===== src/rtl/debug_pkg.sv =====
// Shared types and constants for the MIPS serial debug link host side.
// Holds the FSM state enums, command codes and the response-length normalizer.
package debug_pkg;

    typedef enum logic [1:0] {
        IDLE,
        SEND,
        WAIT_RESP,
        DONE
    } debug_host_state_t;

    typedef enum logic [1:0] {
        RX_IDLE,
        RX_START,
        RX_DATA,
        RX_STOP
    } debug_rx_state_t;

    localparam logic [7:0] DBG_CMD_RUN     = 8'h63;
    localparam logic [7:0] DBG_CMD_STEP    = 8'h73;
    localparam logic [7:0] DBG_CMD_READ_PC = 8'h70;
    localparam logic [1:0] DBG_PC_RESP_LEN = 2'd2;

    // The link carries at most two response bytes; a request for three is clamped.
    function automatic logic [1:0] norm_resp_len(input logic [1:0] len);
        return (len == 2'd3) ? 2'd2 : len;
    endfunction

endpackage


===== src/rtl/debug_host_rx.sv =====
// 8N1 oversampling deserializer for the debug link receive pin.
// Latency: byte_valid/frame_err pulse 1 clk after the stop-bit sample tick (~9.5 bits after start).
// Backpressure: none; free-running, each byte is a single-cycle pulse the consumer must take.
module debug_host_rx
    import debug_pkg::*;
#(
    parameter int OVERSAMPLE = 16
) (
    input  logic       clk,
    input  logic       rst,
    input  logic       tick,
    input  logic       rx,
    output logic       byte_valid,
    output logic [7:0] byte_data,
    output logic       frame_err
);

    localparam int CW = (OVERSAMPLE > 2) ? $clog2(OVERSAMPLE) : 1;
    localparam logic [CW-1:0] MID_LAST = CW'(OVERSAMPLE / 2 - 1);
    localparam logic [CW-1:0] BIT_LAST = CW'(OVERSAMPLE - 1);

    debug_rx_state_t state;
    logic [CW-1:0]   cnt;
    logic [2:0]      bit_idx;
    logic [7:0]      shreg;

    always_ff @(posedge clk) begin
        if (rst) begin
            state      <= RX_IDLE;
            cnt        <= '0;
            bit_idx    <= '0;
            shreg      <= '0;
            byte_valid <= 1'b0;
            byte_data  <= '0;
            frame_err  <= 1'b0;
        end else begin
            byte_valid <= 1'b0;
            frame_err  <= 1'b0;
            if (tick) begin
                case (state)
                    RX_IDLE: begin
                        cnt <= '0;
                        if (!rx) state <= RX_START;
                    end
                    RX_START: begin
                        // Re-check mid start bit; a high line here means the low was a glitch.
                        if (cnt == MID_LAST) begin
                            cnt     <= '0;
                            bit_idx <= '0;
                            state   <= rx ? RX_IDLE : RX_DATA;
                        end else begin
                            cnt <= cnt + 1'b1;
                        end
                    end
                    RX_DATA: begin
                        if (cnt == BIT_LAST) begin
                            cnt     <= '0;
                            shreg   <= {rx, shreg[7:1]};
                            bit_idx <= bit_idx + 1'b1;
                            if (bit_idx == 3'd7) state <= RX_STOP;
                        end else begin
                            cnt <= cnt + 1'b1;
                        end
                    end
                    RX_STOP: begin
                        if (cnt == BIT_LAST) begin
                            cnt   <= '0;
                            state <= RX_IDLE;
                            if (rx) begin
                                byte_valid <= 1'b1;
                                byte_data  <= shreg;
                            end else begin
                                frame_err <= 1'b1;
                            end
                        end else begin
                            cnt <= cnt + 1'b1;
                        end
                    end
                    default: state <= RX_IDLE;
                endcase
            end
        end
    end

endmodule


===== src/rtl/debug_host.sv =====
// Debug-link host: sends one 8N1 command byte on tx, collects a 0-2 byte LE response from rx.
// Latency: tx start edge on first tick after accept; resp_valid 1 clk after last byte commit. Optional DEBUG_HOST_TIMEOUT_EN.
// Backpressure: cmd_ready is high only in IDLE; commands offered at any other time are not taken.
module debug_host
    import debug_pkg::*;
#(
    parameter int OVERSAMPLE    = 16,
    parameter int TIMEOUT_TICKS = 65535
) (
    input  logic        clk,
    input  logic        rst,
    input  logic        tick,
    input  logic        cmd_valid,
    output logic        cmd_ready,
    input  logic [7:0]  cmd_byte,
    input  logic [1:0]  resp_len,
    input  logic        rx,
    output logic        tx,
    output logic        resp_valid,
    output logic [15:0] resp_data,
    output logic        timeout,
    output logic        frame_err,
    output logic        busy
);

    localparam int CW = (OVERSAMPLE > 2) ? $clog2(OVERSAMPLE) : 1;
    localparam logic [CW-1:0] BIT_LAST = CW'(OVERSAMPLE - 1);

    debug_host_state_t state;
    logic [9:0]        tx_shift;
    logic              tx_active;
    logic [CW-1:0]     tx_cnt;
    logic [3:0]        tx_bit;
    logic [1:0]        rlen;
    logic [1:0]        idx;

    logic              rx_byte_vld;
    logic [7:0]        rx_byte_dat;
    logic              rx_frame_err;

    debug_host_rx #(
        .OVERSAMPLE(OVERSAMPLE)
    ) u_rx (
        .clk       (clk),
        .rst       (rst),
        .tick      (tick),
        .rx        (rx),
        .byte_valid(rx_byte_vld),
        .byte_data (rx_byte_dat),
        .frame_err (rx_frame_err)
    );

    assign frame_err = rx_frame_err;

`ifdef DEBUG_HOST_TIMEOUT_EN
    localparam logic [15:0] TO_LAST = 16'(TIMEOUT_TICKS - 1);
    logic [15:0] to_cnt;
`else
    assign timeout = 1'b0;
`endif

    always_ff @(posedge clk) begin
        if (rst) begin
            state      <= IDLE;
            tx         <= 1'b1;
            cmd_ready  <= 1'b1;
            busy       <= 1'b0;
            resp_valid <= 1'b0;
            resp_data  <= '0;
            tx_shift   <= '1;
            tx_active  <= 1'b0;
            tx_cnt     <= '0;
            tx_bit     <= '0;
            rlen       <= '0;
            idx        <= '0;
`ifdef DEBUG_HOST_TIMEOUT_EN
            to_cnt     <= '0;
            timeout    <= 1'b0;
`endif
        end else begin
            resp_valid <= 1'b0;
`ifdef DEBUG_HOST_TIMEOUT_EN
            timeout    <= 1'b0;
`endif
            case (state)
                IDLE: begin
                    if (cmd_valid && cmd_ready) begin
                        tx_shift  <= {1'b1, cmd_byte, 1'b0};
                        rlen      <= norm_resp_len(resp_len);
                        resp_data <= '0;
                        idx       <= '0;
                        tx_active <= 1'b0;
                        cmd_ready <= 1'b0;
                        busy      <= 1'b1;
                        state     <= SEND;
                    end
                end
                SEND: begin
                    if (tick) begin
                        // First tick after accept emits the start bit; then one bit per OVERSAMPLE ticks.
                        if (!tx_active) begin
                            tx        <= tx_shift[0];
                            tx_shift  <= {1'b1, tx_shift[9:1]};
                            tx_active <= 1'b1;
                            tx_cnt    <= '0;
                            tx_bit    <= '0;
                        end else if (tx_cnt == BIT_LAST) begin
                            tx_cnt <= '0;
                            if (tx_bit == 4'd9) begin
                                tx        <= 1'b1;
                                tx_active <= 1'b0;
                                if (rlen == 2'd0) begin
                                    state      <= DONE;
                                    resp_valid <= 1'b1;
                                end else begin
                                    state <= WAIT_RESP;
                                end
`ifdef DEBUG_HOST_TIMEOUT_EN
                                to_cnt <= '0;
`endif
                            end else begin
                                tx       <= tx_shift[0];
                                tx_shift <= {1'b1, tx_shift[9:1]};
                                tx_bit   <= tx_bit + 1'b1;
                            end
                        end else begin
                            tx_cnt <= tx_cnt + 1'b1;
                        end
                    end
                end
                WAIT_RESP: begin
                    // A byte landing on the expiry tick wins over the timeout.
                    if (rx_byte_vld) begin
                        if (idx[0]) resp_data[15:8] <= rx_byte_dat;
                        else        resp_data[7:0]  <= rx_byte_dat;
                        idx <= idx + 1'b1;
`ifdef DEBUG_HOST_TIMEOUT_EN
                        to_cnt <= '0;
`endif
                        if (idx + 2'd1 == rlen) begin
                            state      <= DONE;
                            resp_valid <= 1'b1;
                        end
                    end
`ifdef DEBUG_HOST_TIMEOUT_EN
                    else if (tick) begin
                        if (to_cnt == TO_LAST) begin
                            timeout   <= 1'b1;
                            state     <= IDLE;
                            cmd_ready <= 1'b1;
                            busy      <= 1'b0;
                        end else begin
                            to_cnt <= to_cnt + 1'b1;
                        end
                    end
`endif
                end
                DONE: begin
                    state     <= IDLE;
                    cmd_ready <= 1'b1;
                    busy      <= 1'b0;
                end
                default: begin
                    state     <= IDLE;
                    cmd_ready <= 1'b1;
                    busy      <= 1'b0;
                end
            endcase
        end
    end

endmodule


===== config.mk =====
export PLATFORM = sky130hd
export DESIGN_NAME = debug_host
export DESIGN_NICKNAME = d
export VERILOG_FILES = /design/src/rtl/debug_pkg.sv /design/src/rtl/debug_host_rx.sv /design/src/rtl/debug_host.sv
export SDC_FILE = /design/constraint.sdc
export NUM_CORES = 1
export LEC_CHECK = 0
export CAP_MARGIN = 20
export CORE_MARGIN = 4
export CORE_UTILIZATION = 25
export DETAILED_ROUTE_END_ITERATION = 6
export RECOVER_POWER = 50
export SYNTH_ARGS = -nofsm -noshare
export SYNTH_HDL_FRONTEND = slang
export SYNTH_HIERARCHICAL = 1
export SYNTH_SLANG_ARGS = --single-unit

===== constraint.sdc =====
create_clock -name clk -period 1.75 [get_ports clk]
set_input_delay 0.525 -clock clk [delete_from_list [all_inputs] [get_ports clk]]
set_output_delay 0.525 -clock clk [all_outputs]
set_load 0.05 [all_outputs]

==> results of run 1 <==
-- area by class of cell --
type	instances	area [um^2]
Timing Repair Buffer	70	824.5
Clock inverter	5	106.4
Fill cell	1341	8598
Sequential cell	71	1430
Clock buffer	11	232.7
Inverter	10	42.54
Tap cell	176	220.2
Multi-Input combinational cell	271	1893
-- power by group through the flow --
stage	Clock [mW]	Combinational, mW	Sequential, mW
floorplan	0	1.24	1.94
global placement	0	1.83	1.92
detailed placement	0	1.86	1.92
CTS	2.12	1.97	1.89
global route	2.20	2.19	1.93
finish	2.08	2.03	1.90
-- registers in the layout (all words and copies together) (netlist names), 2 cells and up, named ones only --
register,count
rlen,2
state,2
tx_shift,9
idx,2
u_rx/cnt,4
u_rx/bit_idx,3
tx_bit,4
u_rx/byte_data,8
u_rx/shreg,8
resp_data,16
tx_cnt,4
-- per-layer routing --
| metal | vias up | routed length [um] | GRT usage [%] | part of all wire (%) |
|---|---|---|---|---|
| li1 | 1472 | - | - | - |
| met1 | 1354 | 3901 | 13.33 | 49 |
| met2 | 31 | 3718 | 16.26 | 47 |
| met3 | 7 | 218 | 2.260 | 2.7 |
| met4 | 0 | 134 | 4.783 | 1.7 |
| met5 | - | 0 | 0 | 0 |
-- what timing repair did --
item,in CTS,in global routing
hold buffers,0,0
endpoints found under the setup margin,14,30
setup buffers,0,2
cloned,1,0
gates resized for setup,7,15
pin swaps,0,6
-- kinds of logic (layout without fill, tap and decap cells) --
group                    after synthesis  count (layout)  synth area share [%]
AND/OR/NAND/NOR                      131             131                 21.39
XOR/XNOR                               3               3                0.7680
buffers and inverters                 38              96                 5.338
other                                  1               1                0.1096
AO/OA/AOI/OAI                         94              94                 17.62
flip-flops                            71              71                 41.54
multiplexers                          32              32                 9.579
adder cells (fa/ha/maj)               10              10                 3.656
-- through the flow --
| stage | hold WS [ns] | cells | setup TNS (ns) |
|---|---|---|---|
| after floorplan | 0.4446 | 380 | -0.1169 |
| after global placement | 0.4603 | 595 | -15.34 |
| after detailed placement | 0.4689 | 595 | -17.97 |
| after CTS | 0.4751 | 612 | 0 |
| after global routing | 0.4988 | 614 | -0.02930 |
| final | 0.4715 | 614 | 0 |
-- path summary, 6_finish.rpt --
| path | slack, ns | endpoint | cells past startpoint |
|---|---|---|---|
| hold / removal | 0.47 | u_rx/byte_data[1]$_SDFFE_PP0P_ | 2 |
| setup reg to reg | 0.09 | resp_data[5]$_SDFFE_PP0P_ | 7 |
| setup / recovery | 0.09 | resp_data[5]$_SDFFE_PP0P_ | 7 |
| hold reg to reg | 0.47 | u_rx/byte_data[1]$_SDFFE_PP0P_ | 2 |
-- cell usage in the layout (no fill, tap or decap), types with 9 or more instances in the layout --
cell type | netlist | final
a21oi_1 | 31 | 31
and2_1 | 10 | 10
buf_12 | 0 | 21
buf_4 | 2 | 31
clkbuf_16 | 0 | 9
clkdlybuf4s50_1 | 0 | 11
dfxtp_1 | 71 | 66
mux2i_1 | 29 | 29
nand2_1 | 15 | 14
nand3_1 | 14 | 14
nand4_1 | 12 | 12
nor2_1 | 32 | 31
o211ai_1 | 10 | 10
o21ai_0 | 29 | 29
-- critical path, stage by stage (launching register included) --
cell and delay (ns):
dfxtp_2 0.36, buf_6 0.11, ha_4 0.16, nor2_2 0.08, a2111oi_4 0.37, buf_12 0.18, mux2i_1 0.21, nor2_1 0.06
==> flow_summary.ini, run 1 <==
[clocking]
clockBufferDepth = 2
numClockSinks = 71
clk_latency_ns = 0.34
clk_pin_slew_ns = 0.06
cts_root_buffer = clkbuf_16
h-tree-depth = 3
numCtsBuffers = 9
cts_tree = yes

[global_route]
grt_max_degree = 22
grt_pass1_wl_um = 13430
antenna_found_initial = 0
grt_usage_pct = 10.26
gr-total-overflow = 0
grt_pass1_vias = 2810

[power]
pwr-share-seq_pct = 31.7
power.leakage_nw = 1.745
vdd_drop_max_mv = 0.4458
p_int_mw = 4.196
power.density_nw_per_um2 = 1266
switchingPower_mw = 1.818
p_total_mw = 6.015
switching_share_pct = 30.23
power_frac_comb_pct = 33.7
clkPwrFrac_pct = 34.7

[die]
die_w_um = 125.0
ios = 37
num_rows = 42
core_um2 = 13350
die_y_um = 125.0
start_util_pct = 25.64
die_area_um2 = 15620

[detailed_routing]
drtIter0Drc = 214
vias_per_cell = 4.664
drc_errors = 0
final_antenna_net_count = 0
first_pass_iters = 4
drt-wirelength-per-cell_um = 12.99
wirelength_um = 7973
num_vias = 2864

[logic_synthesis]
synth-seq-area-share_pct = 41.54
synth_top_area_cell = dfxtp_1
syn-instance-count = 380
synth.top_cell.area_share_pct = 41.54
ys_warn_count = 6
syn_area_per_cell_um2 = 9.005
synth.most_common_cell = dfxtp_1
synth_edf_count = 0
ys_seq_elements = 71
synthArstFlopShare_pct = 0
ys_top_cells_by_area = dfxtp_1 42%, mux2i_1 8.5%, a21oi_1 4.5%, o21ai_0 4.2%, ha_1 3.7%
syn_nets = 405
synthFlopType = dfxtp_1
synth_common_cells = 71 x dfxtp_1, 32 x nor2_1, 31 x a21oi_1
synth_cell_types = 61
netlist_area_um2 = 3422

[setup_path]
crit_type = reg -> reg
startpoint_type = flip-flop
crit_fanout = 8
critPathCaptureType = flip-flop
r2r_start = state[1]$_SDFFE_PP0P_
startpoint = state[1]$_SDFFE_PP0P_
cp.arrival_ns = 1.88
critPathRequiredTime_ns = 1.97

[status]
status = finished, final reports clean

[finish]
drive_gt1_share_pct = 23.74
final_nets = 458
diodes = 0
syn2layout_area_growth_pct = 38.79
design_area_um2 = 4750
final_core_util_pct = 35.58

[timing]
slew_violations = 0
max_freq_mhz = 602.2
hold_viol = 0
layout_min_cycle_time_ns = 1.661
setup_slack_ns = 0.08932
finalClockSkew_ns = 0.009887
setup_viol = 0
rsz0062_at_grt = true
period_share_pct = 94.90

[flow_run]
maxCapViolCount = 0

[place]
dpl.hpwl_um = 5809
numPortBuffers = 35
place_ws_ns = -0.4134
placed_area_um2 = 4333
gp_congestion = 0.7709

[hold_path]
min_from = u_rx/byte_data[1]$_SDFFE_PP0P_
hold_class = reg -> reg
Power figures use the tool's default switching activity.
==> run 2: changes to the inputs <==
--- a/config.mk
+++ b/config.mk
@@ -7,8 +7,9 @@
 export LEC_CHECK = 0
 export CAP_MARGIN = 20
 export CORE_MARGIN = 4
-export CORE_UTILIZATION = 25
+export CORE_UTILIZATION = 51
 export DETAILED_ROUTE_END_ITERATION = 6
+export PLACE_DENSITY = 0.76
 export RECOVER_POWER = 50
 export SYNTH_ARGS = -nofsm -noshare
 export SYNTH_HDL_FRONTEND = slang
==> flow_summary.ini, run 2 (synthesized netlist as in run 1, its figures left out) <==
[detailed_routing]
num_vias = 3026
wirelength_um = 8016
drt-wirelength-per-cell_um = 15.39
drc_errors = 0
drtIter0Drc = 193
vias_per_cell = 5.808
final_antenna_net_count = 0
first_pass_iters = 4

[place]
placed_area_um2 = 4194
dpl.hpwl_um = 5414
numPortBuffers = 35
gp_congestion = 0.8329
place_ws_ns = -0.4576

[clocking]
clk_pin_slew_ns = 0.07
cts_root_buffer = clkbuf_8
cts_tree = yes
clockBufferDepth = 2
h-tree-depth = 3
numCtsBuffers = 9
numClockSinks = 71
postCtsHoldBufs = 0
clk_latency_ns = 0.35

[global_route]
grt_pass1_vias = 2833
antenna_found_initial = 0
grt_pass1_wl_um = 12760
gr-total-overflow = 0
grt_usage_pct = 18.84
grt_max_degree = 25

[finish]
most-common-layout-cells = 66 x dfxtp_1, 34 x buf_4, 31 x nor2_1
multi_input_area_um2 = 1916
final_nets = 464
n_fill_cell = 491
final_core_util_pct = 66.90
reg.largest.list = resp_data (16), tx_shift (9)
seqCellArea_um2 = 1430
diodes = 0
drive_gt1_share_pct = 24.32
final_common_cell = dfxtp_1
largest_register_ffs = 16
design_area_um2 = 4297
syn2layout_area_growth_pct = 25.56
max_flop_register = resp_data

[setup_path]
crit_type = reg -> reg
worstReg2RegEnd = resp_data[9]$_SDFFE_PP0P_
crit_fanout = 6
r2r_start = state[0]$_SDFFE_PP0P_
cp.arrival_ns = 2.01
startpoint = state[0]$_SDFFE_PP0P_
rrSetupSlack_ns = -0.01
r2r_cells = 8
startpoint_type = flip-flop
endpoint = resp_data[9]$_SDFFE_PP0P_
critPathRequiredTime_ns = 2.00
critPathCaptureType = flip-flop

[power]
vdd_drop_max_mv = 0.7024
power.leakage_nw = 1.680
power.density_nw_per_um2 = 1266

[die]
die_y_um = 89.92
start_util_pct = 53.28
ios = 37
core_um2 = 6422
die_area_um2 = 8085
num_rows = 29
die_w_um = 89.92

[timing]
layout_min_cycle_time_ns = 1.764
hold_viol = 0
setup_tns_ns = -0.03352
setup_slack_ns = -0.01412
finalClockSkew_ns = 0.007863
period_share_pct = 100.8
setup_viol = 4
hold-worst-slack_ns = 0.4783
worstMarginPinSlew_ns = 0.5081
slew_headroom_pct = 66.07
rsz0062_at_grt = true
max_freq_mhz = 566.9
slew_violations = 0

[status]
status = finished, violations left
violations = negative setup slack

[hold_path]
hold_class = reg -> reg

[flow_run]
maxCapViolCount = 0
## run 2: cell types whose count changed in the layout (fill, tap and decap cells not counted), moves of 3 or more
cell       before  now
buf_4          31   34
clkbuf_8        0   10
clkbuf_16       9    0
ha_2            3    0
clkbuf_2        1   17
buf_12         21    3
## run 2: what timing repair did
item / 4_1_cts / 5_1_grt
buffers inserted: 0 / 10
pin swaps: 0 / 13
gates resized for setup: 4 / 26
cloned: 0 / 1
setup endpoints to repair: 19 / 30
endpoints found under the hold margin: 0 / 0
## run 2: critical path, cell delays in order, from the launching register on
cell,delay (ns)
dfxtp_4,0.37
inv_6,0.04
ha_4,0.17
buf_6,0.12
nor2b_4,0.13
nor4_4,0.35
buf_4,0.22
mux2i_1,0.20
nor2_1,0.05
## run 2: stage by stage
| step | cells | power (mW) |
|---|---|---|
| after floorplan | 380 | 3.183 |
| after global placement | 494 | 3.758 |
| after detailed placement | 494 | 3.835 |
| after CTS | 510 | 5.167 |
| after global routing | 521 | 5.701 |
| final | 521 | 5.441 |
## run 2: worst min-delay path by stage
stage	from	end	slack, ns	depth (start not counted)
detailed placement	u_rx/byte_data[7]$_SDFFE_PP0P_	u_rx/byte_data[7]$_SDFFE_PP0P_	0.47	2
floorplan	u_rx/byte_data[1]$_SDFFE_PP0P_	u_rx/byte_data[1]$_SDFFE_PP0P_	0.44	2
CTS	u_rx/byte_data[7]$_SDFFE_PP0P_	u_rx/byte_data[7]$_SDFFE_PP0P_	0.47	2
finish	u_rx/byte_data[7]$_SDFFE_PP0P_	u_rx/byte_data[7]$_SDFFE_PP0P_	0.48	2
global placement	u_rx/byte_data[1]$_SDFFE_PP0P_	u_rx/byte_data[1]$_SDFFE_PP0P_	0.45	2
global route	u_rx/byte_data[5]$_SDFFE_PP0P_	u_rx/byte_data[5]$_SDFFE_PP0P_	0.50	2
## run 2: layout make-up
class	instances	area share, %
multi-input cells	271	44.58
clock inverters	5	1.340
well taps	77	2.242
flip-flops and latches	71	33.28
inverters	10	1.048
repair buffers	76	14.21
clock buffers	11	3.291
## run 2: routing by layer
| layer | part of all wire, % | GRT usage, % |
|---|---|---|
| met3 | 4.3 | 4.758 |
| met5 | 0 | 0 |
| met4 | 1.6 | 7.398 |
| met1 | 44 | 22.62 |
| met2 | 50 | 32.33 |
## run 2: power breakdown
group	switching (mW)	internal [mW]
Clock	0.628	0.695
Combinational	1.10	1.12
Sequential	0.126	1.77
==> run 3: changes to the inputs <==
--- a/config.mk
+++ b/config.mk
@@ -11,6 +11,7 @@
 export DETAILED_ROUTE_END_ITERATION = 6
 export PLACE_DENSITY = 0.76
 export RECOVER_POWER = 50
+export SKIP_CTS_REPAIR_TIMING = 1
 export SYNTH_ARGS = -nofsm -noshare
 export SYNTH_HDL_FRONTEND = slang
 export SYNTH_HIERARCHICAL = 1
==> flow_summary.ini, run 3 (synthesized netlist as in run 1, its figures left out) <==
[finish]
diodes = 0
most-common-layout-cells = 66 x dfxtp_1, 34 x buf_4, 31 x nor2_1
final_cells = 521
largest_register_ffs = 16
final_nets = 464
drive_gt1_share_pct = 23.65
design_area_um2 = 4393
n_fill_cell = 481
final_common_cell = dfxtp_1
max_flop_register = resp_data
syn2layout_area_growth_pct = 28.37
reg.largest.list = resp_data (16), tx_shift (9)

[setup_path]
crit_type = reg -> reg
cp.arrival_ns = 2.01
max_stage_delay_ns = 0.37
startpoint_type = flip-flop
rrSetupSlack_ns = -0.01
critical_path_buf_inv_count = 3
worstReg2RegEnd = resp_data[9]$_SDFFE_PP0P_
cp_top_family = simple AND/OR/NAND/NOR gates
worstPathCellList = inv_6, ha_4, buf_6, nor2b_4, nor4_4, buf_4, mux2i_1, nor2_1
startpoint = state[0]$_SDFFE_PP0P_
slowest_stage = dfxtp_4
r2r_cells = 8
critPathCaptureType = flip-flop
r2r_start = state[0]$_SDFFE_PP0P_
critPathRequiredTime_ns = 1.99
crit_fanout = 6

[global_route]
grt_max_degree = 25
grt_pass1_wl_um = 12720
gr-total-overflow = 0
grt_usage_pct = 18.79
grt_pass1_vias = 2826
antenna_found_initial = 0

[detailed_routing]
wl_met3_um = 420
vias_per_cell = 5.797
wl_met1_um = 3512
drc_errors = 0
route.met2.wl_um = 3926
drtIter0Drc = 229
final_antenna_net_count = 0
num_vias = 3020
first_pass_iters = 4
top_layer_used = met4
wirelength_um = 7982
drt-wirelength-per-cell_um = 15.32

[timing]
setup_viol = 4
layout_min_cycle_time_ns = 1.763
rsz0062_at_grt = true
setup_slack_ns = -0.01325
max_freq_mhz = 567.1
slew_headroom_pct = 66.04
worstMarginPinSlew_ns = 0.5086
slew_violations = 0
hold_viol = 0
finalClockSkew_ns = 0.006487
period_share_pct = 100.8
setup_tns_ns = -0.03159

[clocking]
clockBufferDepth = 2
cts_root_buffer = clkbuf_8
h-tree-depth = 3
numCtsBuffers = 9
numClockSinks = 71
cts_tree = yes
clk_pin_slew_ns = 0.07
clk_latency_ns = 0.35

[flow_run]
maxCapViolCount = 0

[power]
power.density_nw_per_um2 = 1235
power.leakage_nw = 1.701
vdd_drop_max_mv = 0.7012

[die]
ios = 37
die_w_um = 89.92
start_util_pct = 53.28
core_um2 = 6422
num_rows = 29
die_area_um2 = 8085
die_y_um = 89.92

[hold_path]
min_from = u_rx/byte_data[7]$_SDFFE_PP0P_
hold_path_depth = 2
min_to = u_rx/byte_data[7]$_SDFFE_PP0P_
hold_class = reg -> reg

[place]
placed_area_um2 = 4194
dp_cells = 494
dpl.hpwl_um = 5414
gp_congestion = 0.8329
numPortBuffers = 35

[status]
violations = negative setup slack
status = finished, violations left
-- run 3: power by group --
part / internal [mW] / leakage [nW] / total (mW) / switching, mW
registers: 1.77 / 0.577 / 1.90 / 0.130
logic: 1.12 / 1.03 / 2.20 / 1.09
clock network: 0.695 / 0.0916 / 1.32 / 0.627
total: 3.58 / 1.70 / 5.43 / 1.84
-- run 3: final cells by class --
type                       count  area [um^2]  share of cell area, %
multi-input combinational    271         1909                  43.46
sequential                    71         1430                  32.55
timing repair buffer          76        713.2                  16.23
clock buffer                  11        141.4                  3.218
tap                           77        96.34                  2.193
clock inverter                 5        57.56                  1.310
inverter                      10        45.04                  1.025
-- run 3: how the worst max path moves through the flow --
stage                                           end  cells past startpoint
after floorplan           resp_data[0]$_SDFFE_PP0P_                      7
after global placement       tx_bit[3]$_SDFFE_PP0P_                      5
after CTS                  tx_shift[3]$_SDFFE_PP1P_                      5
after global routing      resp_data[8]$_SDFFE_PP0P_                      8
final                     resp_data[9]$_SDFFE_PP0P_                      8
after detailed placement   tx_shift[3]$_SDFFE_PP1P_                      5
-- run 3: tightest hold or removal path: stages, from the launching register on --
cell	delay [ns]
dfxtp_1	0.31
o21ai_0	0.07
a21oi_1	0.06
-- run 3: through the flow --
stage / setup WS (ns) / utilization (%) / hold WS (ns) / power [mW]
floorplan: -0.01461 / - / 0.4446 / 3.183
global placement: -0.4062 / 65.30 / 0.4542 / 3.758
detailed placement: -0.4576 / 65.30 / 0.4665 / 3.835
CTS: -0.08723 / 68.40 / 0.4749 / 5.149
global route: -0.1232 / 68.40 / 0.4981 / 5.686
finish: -0.01325 / 68.40 / 0.4772 / 5.426
-- run 3: layer usage --
metal  up-vias  GRT usage, %
met4         0         7.398
met1      1443         22.57
met3         9         4.758
li1       1486             -
met2        82         32.21
met5         -             0
